===== src/rtl/audio_playback_ctrl.sv =====
// rtl/audio_playback_ctrl.sv - Playback sequencer: sample tick, reader handshake, transport and speed control
// Divider speed control (faster/slower) is built only when SPEED_CTRL_EN is defined.
module audio_playback_ctrl #(
    parameter int DEFAULT_DIV = 2272,
    parameter int MIN_DIV     = 64,
    parameter int MAX_DIV     = 8192,
    parameter int DIV_STEP    = 128,
    parameter int RST_CYCLES  = 2
) (
    input  logic        clk,
    input  logic        rst,
    input  logic        cmd_play,
    input  logic        cmd_pause,
    input  logic        cmd_fwd,
    input  logic        cmd_bwd,
    input  logic        cmd_restart,
    input  logic        cmd_faster,
    input  logic        cmd_slower,
    input  logic [15:0] rd_sample,
    input  logic        rd_ready,
    output logic        rd_confirm,
    output logic        rd_direction,
    output logic        rd_rst,
    output logic [15:0] audio_sample,
    output logic        audio_strobe,
    output logic        playing,
    output logic [15:0] div_value,
    output logic [7:0]  underrun_cnt
);

    localparam logic [15:0] DIV_RST   = 16'(DEFAULT_DIV);
    localparam logic [7:0]  RCNT_LAST = 8'(RST_CYCLES - 1);

    typedef enum logic [1:0] {
        ST_PAUSED  = 2'd0,
        ST_PLAY    = 2'd1,
        ST_RESTART = 2'd2
    } state_t;

    state_t      state_q, state_d;
    state_t      ret_q, ret_d;
    logic [15:0] cnt_q, cnt_d;
    logic [7:0]  rcnt_q, rcnt_d;
    logic        dir_q, dir_d;
    logic        confirm_q, confirm_d;
    logic        strobe_q, strobe_d;
    logic [15:0] sample_q, sample_d;
    logic [7:0]  under_q, under_d;
    logic [15:0] div_cur;
    logic        tick;

    always_ff @(posedge clk) begin
        if (rst) begin
            state_q   <= ST_PAUSED;
            ret_q     <= ST_PAUSED;
            cnt_q     <= '0;
            rcnt_q    <= '0;
            dir_q     <= 1'b1;
            confirm_q <= 1'b0;
            strobe_q  <= 1'b0;
            sample_q  <= '0;
            under_q   <= '0;
        end else begin
            state_q   <= state_d;
            ret_q     <= ret_d;
            cnt_q     <= cnt_d;
            rcnt_q    <= rcnt_d;
            dir_q     <= dir_d;
            confirm_q <= confirm_d;
            strobe_q  <= strobe_d;
            sample_q  <= sample_d;
            under_q   <= under_d;
        end
    end

    always_comb begin
        state_d  = state_q;
        ret_d    = ret_q;
        cnt_d    = cnt_q;
        rcnt_d   = rcnt_q;
        dir_d    = dir_q;
        sample_d = sample_q;
        under_d  = under_q;
        tick     = 1'b0;

        case (state_q)
            ST_PAUSED: begin
                if (cmd_restart) begin
                    state_d = ST_RESTART;
                    ret_d   = ST_PAUSED;
                    rcnt_d  = '0;
                    cnt_d   = '0;
                end else if (cmd_play && !cmd_pause) begin
                    state_d = ST_PLAY;
                end
            end
            ST_PLAY: begin
                // The cycle that leaves PLAY never ticks, so no confirm can trail into PAUSED or RESTART.
                if (cmd_restart) begin
                    state_d = ST_RESTART;
                    ret_d   = ST_PLAY;
                    rcnt_d  = '0;
                    cnt_d   = '0;
                end else if (cmd_pause) begin
                    state_d = ST_PAUSED;
                end else if (cnt_q >= div_cur - 16'd1) begin
                    cnt_d = '0;
                    tick  = 1'b1;
                end else begin
                    cnt_d = cnt_q + 16'd1;
                end
            end
            ST_RESTART: begin
                cnt_d = '0;
                if (rcnt_q == RCNT_LAST) begin
                    state_d = ret_q;
                end else begin
                    rcnt_d = rcnt_q + 8'd1;
                end
            end
            default: state_d = ST_PAUSED;
        endcase

        if (state_q != ST_RESTART && (cmd_fwd != cmd_bwd)) begin
            dir_d = cmd_fwd;
        end

        strobe_d  = tick;
        confirm_d = tick && rd_ready;
        if (tick && rd_ready) begin
            sample_d = rd_sample;
        end
        if (tick && !rd_ready && under_q != 8'hFF) begin
            under_d = under_q + 8'd1;
        end
    end

`ifdef SPEED_CTRL_EN
    logic [15:0] div_q, div_d;
    logic [15:0] pend_q, pend_d;
    logic [16:0] pend_up;

    always_ff @(posedge clk) begin
        if (rst) begin
            div_q  <= DIV_RST;
            pend_q <= DIV_RST;
        end else begin
            div_q  <= div_d;
            pend_q <= pend_d;
        end
    end

    // Pending value absorbs back-to-back commands; it reaches the live divider only at a wrap while playing.
    always_comb begin
        pend_d  = pend_q;
        pend_up = {1'b0, pend_q} + 17'(DIV_STEP);
        if (state_q != ST_RESTART) begin
            if (cmd_faster && !cmd_slower) begin
                if ({1'b0, pend_q} <= 17'(MIN_DIV + DIV_STEP)) begin
                    pend_d = 16'(MIN_DIV);
                end else begin
                    pend_d = pend_q - 16'(DIV_STEP);
                end
            end else if (cmd_slower && !cmd_faster) begin
                pend_d = (pend_up > 17'(MAX_DIV)) ? 16'(MAX_DIV) : pend_up[15:0];
            end
        end
        div_d = div_q;
        if (state_q != ST_PLAY || tick) begin
            div_d = pend_d;
        end
    end

    assign div_cur = div_q;
`else
    logic unused_speed;
    assign unused_speed = cmd_faster ^ cmd_slower;
    assign div_cur      = DIV_RST;
`endif

    assign rd_confirm   = confirm_q;
    assign rd_direction = dir_q;
    assign rd_rst       = (state_q == ST_RESTART);
    assign audio_sample = sample_q;
    assign audio_strobe = strobe_q;
    assign playing      = (state_q == ST_PLAY);
    assign div_value    = div_cur;
    assign underrun_cnt = under_q;

endmodule

===== config.mk =====
export PLATFORM = sky130hd
export DESIGN_NAME = audio_playback_ctrl
export DESIGN_NICKNAME = d
export VERILOG_FILES = /design/src/rtl/audio_playback_ctrl.sv
export SDC_FILE = /design/constraint.sdc
export NUM_CORES = 1
export LEC_CHECK = 0
export ABC_CLOCK_PERIOD_IN_PS = 5300
export CORE_MARGIN = 2
export CORE_UTILIZATION = 35
export DETAILED_ROUTE_END_ITERATION = 12
export SKIP_LAST_GASP = 1
export SLEW_MARGIN = 0
export SYNTH_ARGS = -nofsm -noshare
export SYNTH_HDL_FRONTEND = slang
export SYNTH_SLANG_ARGS = --single-unit

===== constraint.sdc =====
create_clock -name clk -period 5.3 [get_ports clk]
set_input_delay 0.53 -clock clk [delete_from_list [all_inputs] [get_ports clk]]
set_output_delay 0.53 -clock clk [all_outputs]
set_load 0.01 [all_outputs]

* Yosys cells after proc, flatten, opt, wreduce, memory -nomap -nowiden *
Cells that the tools add are included.

storage, ports and cells
  register bits = 55
  output and inout port bits = 45
  logic and storage cells = 64

cells by class
  $add $sub $neg = 3
  $lt $le $gt $ge = 1
  eq/ne operators = 14
  mux-type cells = 21
  reductions and logical operators = 16

operators with widths
  operator               count
  $mux 16                4
  $pmux 16 s3            1
  $add 16x1->16 const B  1
  $add 8x1->8 const B    2
  $ge 16x12->1 const B   1
  $mux 8                 2
  $pmux 8 s2             1
  $mux 2                 7
  $reduce_and 3->1       4
  $ne 3x3->1 const B     3
  $eq 8x1->1 const B     1
  $ne 2x2->1 const B     4
  $ne 8x8->1 const B     1
  $pmux 2 s3             1
  $logic_and 1x1->1      5
  $mux 1                 4
  $ne 2x1->1 const B     2
  $pmux 2 s2             1
  $reduce_bool 2->1      2
  $reduce_bool 3->1      1
  $eq 2x1->1 const B     1
  $eq 2x2->1 const B     1
  $logic_not 1->1        2
  $logic_not 2->1        1
  other kinds (2)        2

* Depth between registers and ports, before layout *
Gate-level depths: netlist of the first run.

  depth in word-level cells = 7
  depth in mapped cells = 8

* Least setup slack after synthesis of the first run *
Ideal clock, no wire load.

  path kind = input port to flip-flop
  start point = input port cmd_restart
  end point = register under_q[5], in the netlist underrun_cnt[5]
  arrival = 2110 ps
  data required time = 5179 ps
  setup slack = 3069 ps
  stages on the path = 5
  path buffers = 1
  cell sequence = or4b_4 a211o_1 buf_6 nor4b_1 mux2_2

on the way
  longest elaborated chain between the ends = 4

RTL lines
  what                            RTL line  text
  start: declaration              16        input logic cmd_restart,
  $mux 1                          99        if (cmd_restart) begin
  $mux 1                          86        case (state_q)
  $logic_and 1x1->1 (2 in a row)  133       if (tick && !rd_ready && under_q != 8'hFF) begin
  end signal: assignment          72        under_q <= under_d;
  end: declaration                48        logic [7:0] under_q, under_d;

Every way passes these cells.
A chain may end at the register's enable or synchronous reset.

* Worst setup path in the final report of the first run *
Ends and elaborated chain as after synthesis.

==> results.cfg, run 1 <==
[outcome]
status = completed

[worst_setup_path]
reg2regPathDepth = 4
crit_arrival_ns = 2.79
r2r_end = underrun_cnt[5]
crit_end = underrun_cnt[5]
cp_slowest_stage_delay_ns = 0.59
worstPathMaxFanout = 11
crit_type = in2reg
critPathRequiredTime_ns = 5.51
r2r-start = state_q[1]
crit_chain = clkdlybuf4s50_1, or4b_4, a211o_1, nor4b_1, mux2_2
reg2reg_setup_slack_ns = 3.11
worstSetupStartpoint = cmd_restart
cp_slowest_cell = or4b_4
startpoint_type = input pin
critPathCaptureType = flop

[placed_design]
dp_hpwl_um = 3560
post-place-cells = 428
finalWeightedCongestion = 0.774
io_buffers = 52

[die]
die-area_sq_um = 8090
initial_core_util = 0.358
die_h_um = 89.9
core-area_sq_um = 7210
rows = 31
io_pins = 71
die_w_um = 89.9

[route]
wirelength_um = 5090
detail_route.iter0.violations = 99
drc = 0
ant_nets = 0
dr.pass1.iters = 6
wl_per_cell_um = 11.7
vias_per_cell = 4.72
vias = 2058

[hold_path]
hp-class = reg2reg
hp-start = rcnt_q[1]

[sta]
fin_crit_sh = 0.486
fmaxAchievable_mhz = 388
rsz0062_at_grt = false
finalHoldViolCount = 0
fin_crit_ns = 2.58
maxSlewViolCount = 0
setup_viol = 0
skew_ns = 0.00815
tightest_slew_ns = 0.561
relSlewSlack = 0.626
setup_tns_ns = 0

[pwr]
peakVddDrop_uv = 134
sw_frac_of_total = 0.254
p_int_uw = 537
power.switching_uw = 183
power.leakage_uw = 0.00124
pwr-share-clk = 0.320
pwr-share-seq = 0.578
comb_power_share = 0.102
power_density_nw_per_um2 = 226

[synthesis]
ys_ff_latch = 54
syn-cell-area_sq_um = 2580
synth-edff-count = 0
synth.top_cell.area_share = 0.418
yosys-top-cells-count = dfxtp_1 (54), nor2_1 (47), mux2i_1 (18)
postSynthAreaPerCell_sq_um = 8.91
yosysMostFrequentCell = dfxtp_1
synth_warnings = 0
synth.yosys.seq_area_share = 0.418
synth_cell_types = 45
synthArstFlopShare = 0
synth_ff_type = dfxtp_1
synth_top_area_cell = dfxtp_1
synthTopCellsByArea = dfxtp_1 (42%), mux2i_1 (7.0%), nor2_1 (6.8%), buf_4 (4.6%), xnor2_1 (3.0%)
syn_inst = 290

[clocking]
clkLatencyLatePin_ns = 0.31
cts_made_buffers = 5
ctsHoldBuffers = 0
cts_tree = done
htreeDepth = 2
cts-root-buf = clkbuf_8
cts.clk_slew.worst_paths_ns = 0.10
ctsResizeCount = 0
postCtsSetupBuffers = 0
cts.sinks = 54
clk_path_buf_depth = 2

[global_route]
overflow = 0
grt_pass1_wl_um = 8900
grt_max_degree = 37
antenna_found_initial = 0
grt_pass1_vias = 1947
grt_util_all_layers = 0.131

[cells_and_area]
area_growth_pct = 23.4
diodes = 0
utilization = 0.442
final_cells = 436
layout.nets = 366
drive_above_1_share = 0.0623

[flow_run]
cap_violations = 0
## state kept, by name, indices dropped and copies added (netlist names)
name,cells
state_q,2
cnt_q,16
rd_confirm,1
audio_strobe,1
ret_q,1
rd_direction,1
audio_sample,16
rcnt_q,8
underrun_cnt,8
## logic make-up (layout without fill, tap and decap cells)
kind of cell	after synthesis	count (layout)	share of synthesized area
simple gates	110	110	0.210
mux	20	20	0.0784
buf+inv	36	69	0.0842
fa+ha+maj	4	4	0.0194
other cells	2	16	0.00291
flops	54	54	0.418
xor+xnor	16	16	0.0542
compound gates	48	48	0.133
## cell type report
class                      instances  area, sq um
multi-input combinational        214         1340
clock inverter                     3         18.8
tap                               99          124
sequential                        54         1080
inverter                           8         30.0
fill                             726         4030
timing repair buffer              53          528
clock buffer                       5         68.8
## worst max-delay path: cells and delay by family
| kind | cells | cell delay [ns] |
|---|---|---|
| AO/OA/AOI/OAI | 1 | 0.41 |
| AND/OR/NAND/NOR | 2 | 0.95 |
| buffers and inverters | 1 | 0.53 |
| multiplexers | 1 | 0.37 |
## worst min path at each step
stage | end | slack (ns) | cells after the start
4_1_cts | rcnt_q[1] | 0.50 | 2
3_3_place_gp | rcnt_q[1] | 0.47 | 2
3_5_place_dp | audio_sample[5] | 0.49 | 2
6_report | rcnt_q[1] | 0.50 | 2
2_1_floorplan | rcnt_q[1] | 0.46 | 2
5_1_grt | rcnt_q[1] | 0.53 | 2
## per-stage QoR
stage | power (uW) | instance area (sq um) | hold slack, ns | worst slack, ns
floorplan | 476 | 2640 | 0.457 | 3.07
global placement | 498 | 3100 | 0.473 | 2.38
detailed placement | 499 | 3100 | 0.486 | 2.39
CTS | 730 | 3190 | 0.501 | 2.72
global route | 754 | 3190 | 0.534 | 2.61
finish | 720 | 3190 | 0.497 | 2.72
## power groups by stage
stage / clock, uW / combinational (uW) / sequential, uW
6_report: 230 / 73.2 / 416
5_1_grt: 255 / 81.3 / 418
4_1_cts: 240 / 73.8 / 416
3_5_place_dp: 0 / 73.4 / 426
3_3_place_gp: 0 / 72.7 / 425
2_1_floorplan: 0 / 51.4 / 425
## routing by layer
layer | GRT usage | share of wire | wire, um | vias to the layer above
met5 | 0 | 0 | 0 | -
met4 | 0.0410 | 0.012 | 61 | 0
met3 | 0.0486 | 0.071 | 363 | 5
met2 | 0.210 | 0.45 | 2310 | 51
met1 | 0.165 | 0.46 | 2360 | 942
li1 | - | - | - | 1060
## layout by cell type (no fill, tap or decap), types with 3 or more instances in the layout
master           count
inv_1                8
ha_1                 4
nor2_1              47
clkdlybuf4s50_1     52
nor2b_1              4
clkbuf_8             5
o31ai_1              3
or3_1                4
and3_1               3
or4_1                3
o21ai_0              5
xor2_1               7
a21oi_1             15
xnor2_1              9
o2111ai_1            3
a211oi_1             4
nand3_1             10
dfxtp_1             54
o21ba_2              6
nor4_1               3
nor3_1               5
and2_1               3
nand2_1             14
conb_1              16
mux2i_1             18
Power figures use the tool's default switching activity.
==> run 2, diff against run 1 <==
--- a/config.mk
+++ b/config.mk
@@ -5,7 +5,7 @@
 export SDC_FILE = /design/constraint.sdc
 export NUM_CORES = 1
 export LEC_CHECK = 0
-export ABC_CLOCK_PERIOD_IN_PS = 5300
+export ABC_CLOCK_PERIOD_IN_PS = 2120
 export CORE_MARGIN = 2
 export CORE_UTILIZATION = 35
 export DETAILED_ROUTE_END_ITERATION = 12
==> constraint.sdc (replaced) <==
create_clock -name clk -period 2.12 [get_ports clk]
set_input_delay 0.212 -clock clk [delete_from_list [all_inputs] [get_ports clk]]
set_output_delay 0.212 -clock clk [all_outputs]
set_load 0.01 [all_outputs]
==> run 2 against run 1 <==
Effect of this change: clock skew up 0.00062 ns; clock power rose to 2.6 times the previous value; critical path depth unchanged; global-route usage up 0.67 points; final cell count up 4.1%; hold slack worse by 0.0077 ns; combinational power rose to 2.9 times the previous value; routed wire length up 4.1%.
==> results.cfg, run 2 (synthesized netlist as in run 1, its figures left out) <==
[outcome]
status = completed

[sta]
maxSlewViolCount = 0
skew_ns = 0.00877
fin_crit_ns = 2.03
worst_hold_slack_ns = 0.490
fmaxAchievable_mhz = 492
finalHoldViolCount = 0
fin_crit_sh = 0.958
setup_tns_ns = 0
tightest_slew_ns = 0.542
setup_viol = 0
rsz0062_at_grt = false
relSlewSlack = 0.630

[hold_path]
hold_path_end = audio_sample[1]
holdPathStages = 3
hp-start = rd_sample[1]
hp-class = in2reg

[worst_setup_path]
crit_arrival_ns = 2.25
critPathRequiredTime_ns = 2.34
startpoint_type = flop
critPathCaptureType = flop
cp_slowest_stage_delay_ns = 0.56
reg2regPathDepth = 5
r2r_end = underrun_cnt[6]
cp_slowest_cell = or4b_4
crit_chain = or4b_4, a211o_1, buf_4, o31a_1, o21ba_2
worstPathMaxFanout = 7
r2r-start = state_q[1]
crit_type = reg2reg
reg2reg_setup_slack_ns = 0.09

[route]
drc = 0
wl_per_cell_um = 11.7
detail_route.iter0.violations = 68
ant_nets = 0
vias = 2153
vias_per_cell = 4.74
dr.pass1.iters = 4
wirelength_um = 5300

[clocking]
ctsResizeCount = 0
cts.sinks = 54
htreeDepth = 2
ctsHoldBuffers = 0
postCtsSetupBuffers = 0
cts_made_buffers = 5
cts_tree = done
cts.clk_slew.worst_paths_ns = 0.11
cts-root-buf = clkbuf_8
clkLatencyLatePin_ns = 0.31
clk_path_buf_depth = 2

[cells_and_area]
final_common_cell = dfxtp_1
drive_above_1_share = 0.118
diodes = 0
final_cell_mix = dfxtp_1 (54), clkdlybuf4s50_1 (52), nor2_1 (47)
utilization = 0.464
area_growth_pct = 29.4
layout.nets = 384
final_cells = 454

[flow_run]
cap_violations = 0

[global_route]
grt_max_degree = 19
overflow = 0
grt_pass1_vias = 2132
grt_util_all_layers = 0.138
antenna_found_initial = 0
grt_pass1_wl_um = 9480

[placed_design]
dp_hpwl_um = 3940
post-place-cells = 446
finalWeightedCongestion = 0.774
io_buffers = 52

[die]
rows = 31
initial_core_util = 0.358
die_w_um = 89.9
core-area_sq_um = 7210
die-area_sq_um = 8090
die_h_um = 89.9
io_pins = 71

[pwr]
peakVddDrop_uv = 261
finalPower_uw = 1850
power.leakage_uw = 0.00133
power_density_nw_per_um2 = 553
-- run 2: area by class of cell --
cell class	instances	area, sq um
well taps	99	124
repair buffers	71	663
clock inverters	3	25.0
flip-flops and latches	54	1080
clock buffers	5	68.8
multi-input cells	214	1350
inverters	8	30.0
fillers	733	3870
-- run 2: per-stage QoR --
stage	worst slack [ns]	area, sq um
after floorplan	0.0538	2640
after global placement	-0.267	3240
after detailed placement	-0.257	3240
after CTS	0.00440	3330
after global routing	0.0156	3340
final	0.0883	3340
-- run 2: power by group --
group | internal (uW) | total (uW) | switching, uW
clock | 239 | 602 | 363
combinational | 103 | 213 | 110
sequential | 1030 | 1030 | 7.94
-- run 2: layer usage --
layer	vias up	global-route usage	routed length, um
li1	1104	-	-
met1	989	0.174	2460
met2	53	0.229	2430
met3	7	0.0436	337
met4	0	0.0359	63
met5	-	0	0
-- run 2: worst max path at each step --
| stage | end | cells past startpoint | slack [ns] | start |
|---|---|---|---|---|
| 2_1_floorplan | underrun_cnt[5] | 5 | 0.05 | state_q[1] |
| 3_3_place_gp | underrun_cnt[5] | 5 | -0.27 | cmd_restart |
| 3_5_place_dp | underrun_cnt[5] | 5 | -0.26 | cmd_restart |
| 4_1_cts | rd_rst | 4 | 0.004 | state_q[1] |
| 5_1_grt | underrun_cnt[1] | 8 | 0.02 | cnt_q[1] |
| 6_report | underrun_cnt[6] | 5 | 0.09 | state_q[1] |
-- run 2: critical path: cells and delay by family (launching register included) --
| kind | cells | cell delay [ns] |
|---|---|---|
| compound gates | 3 | 0.86 |
| flops | 1 | 0.33 |
| buf+inv | 1 | 0.18 |
| simple gates | 1 | 0.56 |
==> run 3, diff against run 2 <==
--- a/config.mk
+++ b/config.mk
@@ -9,8 +9,11 @@
 export CORE_MARGIN = 2
 export CORE_UTILIZATION = 35
 export DETAILED_ROUTE_END_ITERATION = 12
+export HOLD_SLACK_MARGIN = 0.03
+export SETUP_SLACK_MARGIN = 0.4
 export SKIP_LAST_GASP = 1
 export SLEW_MARGIN = 0
 export SYNTH_ARGS = -nofsm -noshare
 export SYNTH_HDL_FRONTEND = slang
 export SYNTH_SLANG_ARGS = --single-unit
+export TNS_END_PERCENT = 30
==> run 3 against run 2 <==
Effect of this change: global-route usage is 1.0 points higher; via count is 2.5% higher; flip-flop and latch count stayed put; setup slack better by 0.11 ns; largest cell class unchanged.
==> results.cfg, run 3 (synthesized netlist as in run 1, its figures left out) <==
[pwr]
power.leakage_uw = 0.00141
peakVddDrop_uv = 246
p_int_uw = 1390
pwr-share-seq = 0.548
comb_power_share = 0.123
power.switching_uw = 511
pwr-share-clk = 0.329
sw_frac_of_total = 0.269
power_density_nw_per_um2 = 537

[clocking]
ctsHoldBuffers = 0
cts_tree = done
cts.sinks = 54
clkLatencyLatePin_ns = 0.32
htreeDepth = 2
cts.clk_slew.worst_paths_ns = 0.10
cts-root-buf = clkbuf_8
cts_made_buffers = 5
clk_path_buf_depth = 2

[worst_setup_path]
cp_slowest_cell = or4b_4
cp_num_buf_inv = 0
cp_slowest_stage_delay_ns = 0.50
crit_chain = or4b_4, or3_4, o21ba_4, mux2i_1, nor2_1
critPathRequiredTime_ns = 2.32
crit_type = reg2reg
worstPathMaxFanout = 8
startpoint_type = flop
cp_top_family = simple AND/OR/NAND/NOR gates
critPathCaptureType = flop
crit_arrival_ns = 2.12

[die]
die_h_um = 89.9
die_w_um = 89.9
die-area_sq_um = 8090
io_pins = 71
initial_core_util = 0.358
rows = 31
core-area_sq_um = 7210

[sta]
skew_ns = 0.0131
finalHoldViolCount = 0
rsz0062_at_grt = true
worst_hold_slack_ns = 0.368
maxSlewViolCount = 0
fmaxAchievable_mhz = 521
setup_viol = 0
fin_crit_ns = 1.92
fin_crit_sh = 0.906

[placed_design]
io_buffers = 52
finalWeightedCongestion = 0.767
dp_hpwl_um = 3830

[cells_and_area]
nFillCells = 693
layout.nets = 390
drive_above_1_share = 0.177
diodes = 0
utilization = 0.490
area_growth_pct = 36.7
final_cell_mix = dfxtp_1 (50), clkdlybuf4s50_1 (50), nor2_1 (47)

[route]
wl_per_cell_um = 12.4
vias_per_cell = 4.80
drc = 0
vias = 2207
detail_route.iter0.violations = 71
wirelength_um = 5720
ant_nets = 0
dr.pass1.iters = 4

[global_route]
grt_max_degree = 29
overflow = 0
antenna_found_initial = 0
grt_pass1_vias = 2143
grt_pass1_wl_um = 10000
grt_util_all_layers = 0.148

[hold_path]
hp-class = in2reg

[outcome]
status = completed

[flow_run]
cap_violations = 0
==> run 3: metal layers <==
layer / vias up / global-route usage / wire, um
li1: 1112 / - / -
met1: 1034 / 0.201 / 2760
met2: 54 / 0.238 / 2600
met3: 7 / 0.0310 / 291
met4: 0 / 0.0449 / 70
met5: - / 0 / 0
==> run 3: per-stage QoR <==
stage / instances / area (sq um) / setup TNS, ns / power, uW / worst slack (ns)
floorplan: 304 / 2650 / 0 / 1190 / 0.166
global placement: 446 / 3250 / -5.10 / 1270 / -0.249
detailed placement: 446 / 3250 / -5.67 / 1270 / -0.288
CTS: 458 / 3500 / 0 / 1920 / 0.166
global route: 460 / 3530 / 0 / 1980 / 0.125
finish: 460 / 3530 / 0 / 1900 / 0.200
==> run 3: path summary, 6_finish.rpt <==
check                           depth (start not counted)                to        start  slack (ns)
worst max-delay path                                    5  audio_sample[12]   state_q[0]        0.20
worst min-delay path                                    5        state_q[0]  cmd_restart        0.37
worst min register to register                          2         rcnt_q[1]    rcnt_q[1]        0.50
worst max register to register                          5  audio_sample[12]   state_q[0]        0.20
==> run 3: worst reg2reg max path, delay by kind of cell, from the launching register on <==
kind	cells	cell delay (ns)
AOI/OAI and AO/OA	1	0.30
muxes	1	0.16
DFF	1	0.38
and+or+nand+nor	3	0.98
==> run 3: timing repair <==
| item | in CTS | in global routing |
|---|---|---|
| setup buffers | 2 | 2 |
| gates resized for setup | 27 | 6 |
| gates cloned | 2 | 0 |
| pin swaps | 12 | 10 |
| setup endpoints to repair | 44 | 47 |
==> run 3: power groups by stage <==
stage / Clock (uW) / Sequential [uW] / Combinational, uW
final: 624 / 1040 / 234
after floorplan: 0 / 1060 / 129
after global routing: 678 / 1040 / 256
after global placement: 0 / 1060 / 212
after CTS: 645 / 1040 / 232
after detailed placement: 0 / 1060 / 210
==> run 3: final cells by class <==
type	count	area (sq um)	share of cell area
clock buffers	5	68.8	0.0195
multi-input cells	216	1490	0.422
flip-flops and latches	54	1090	0.308
well taps	99	124	0.0350
repair buffers	75	706	0.200
clock inverters	3	26.3	0.00743
inverters	8	30.0	0.00850
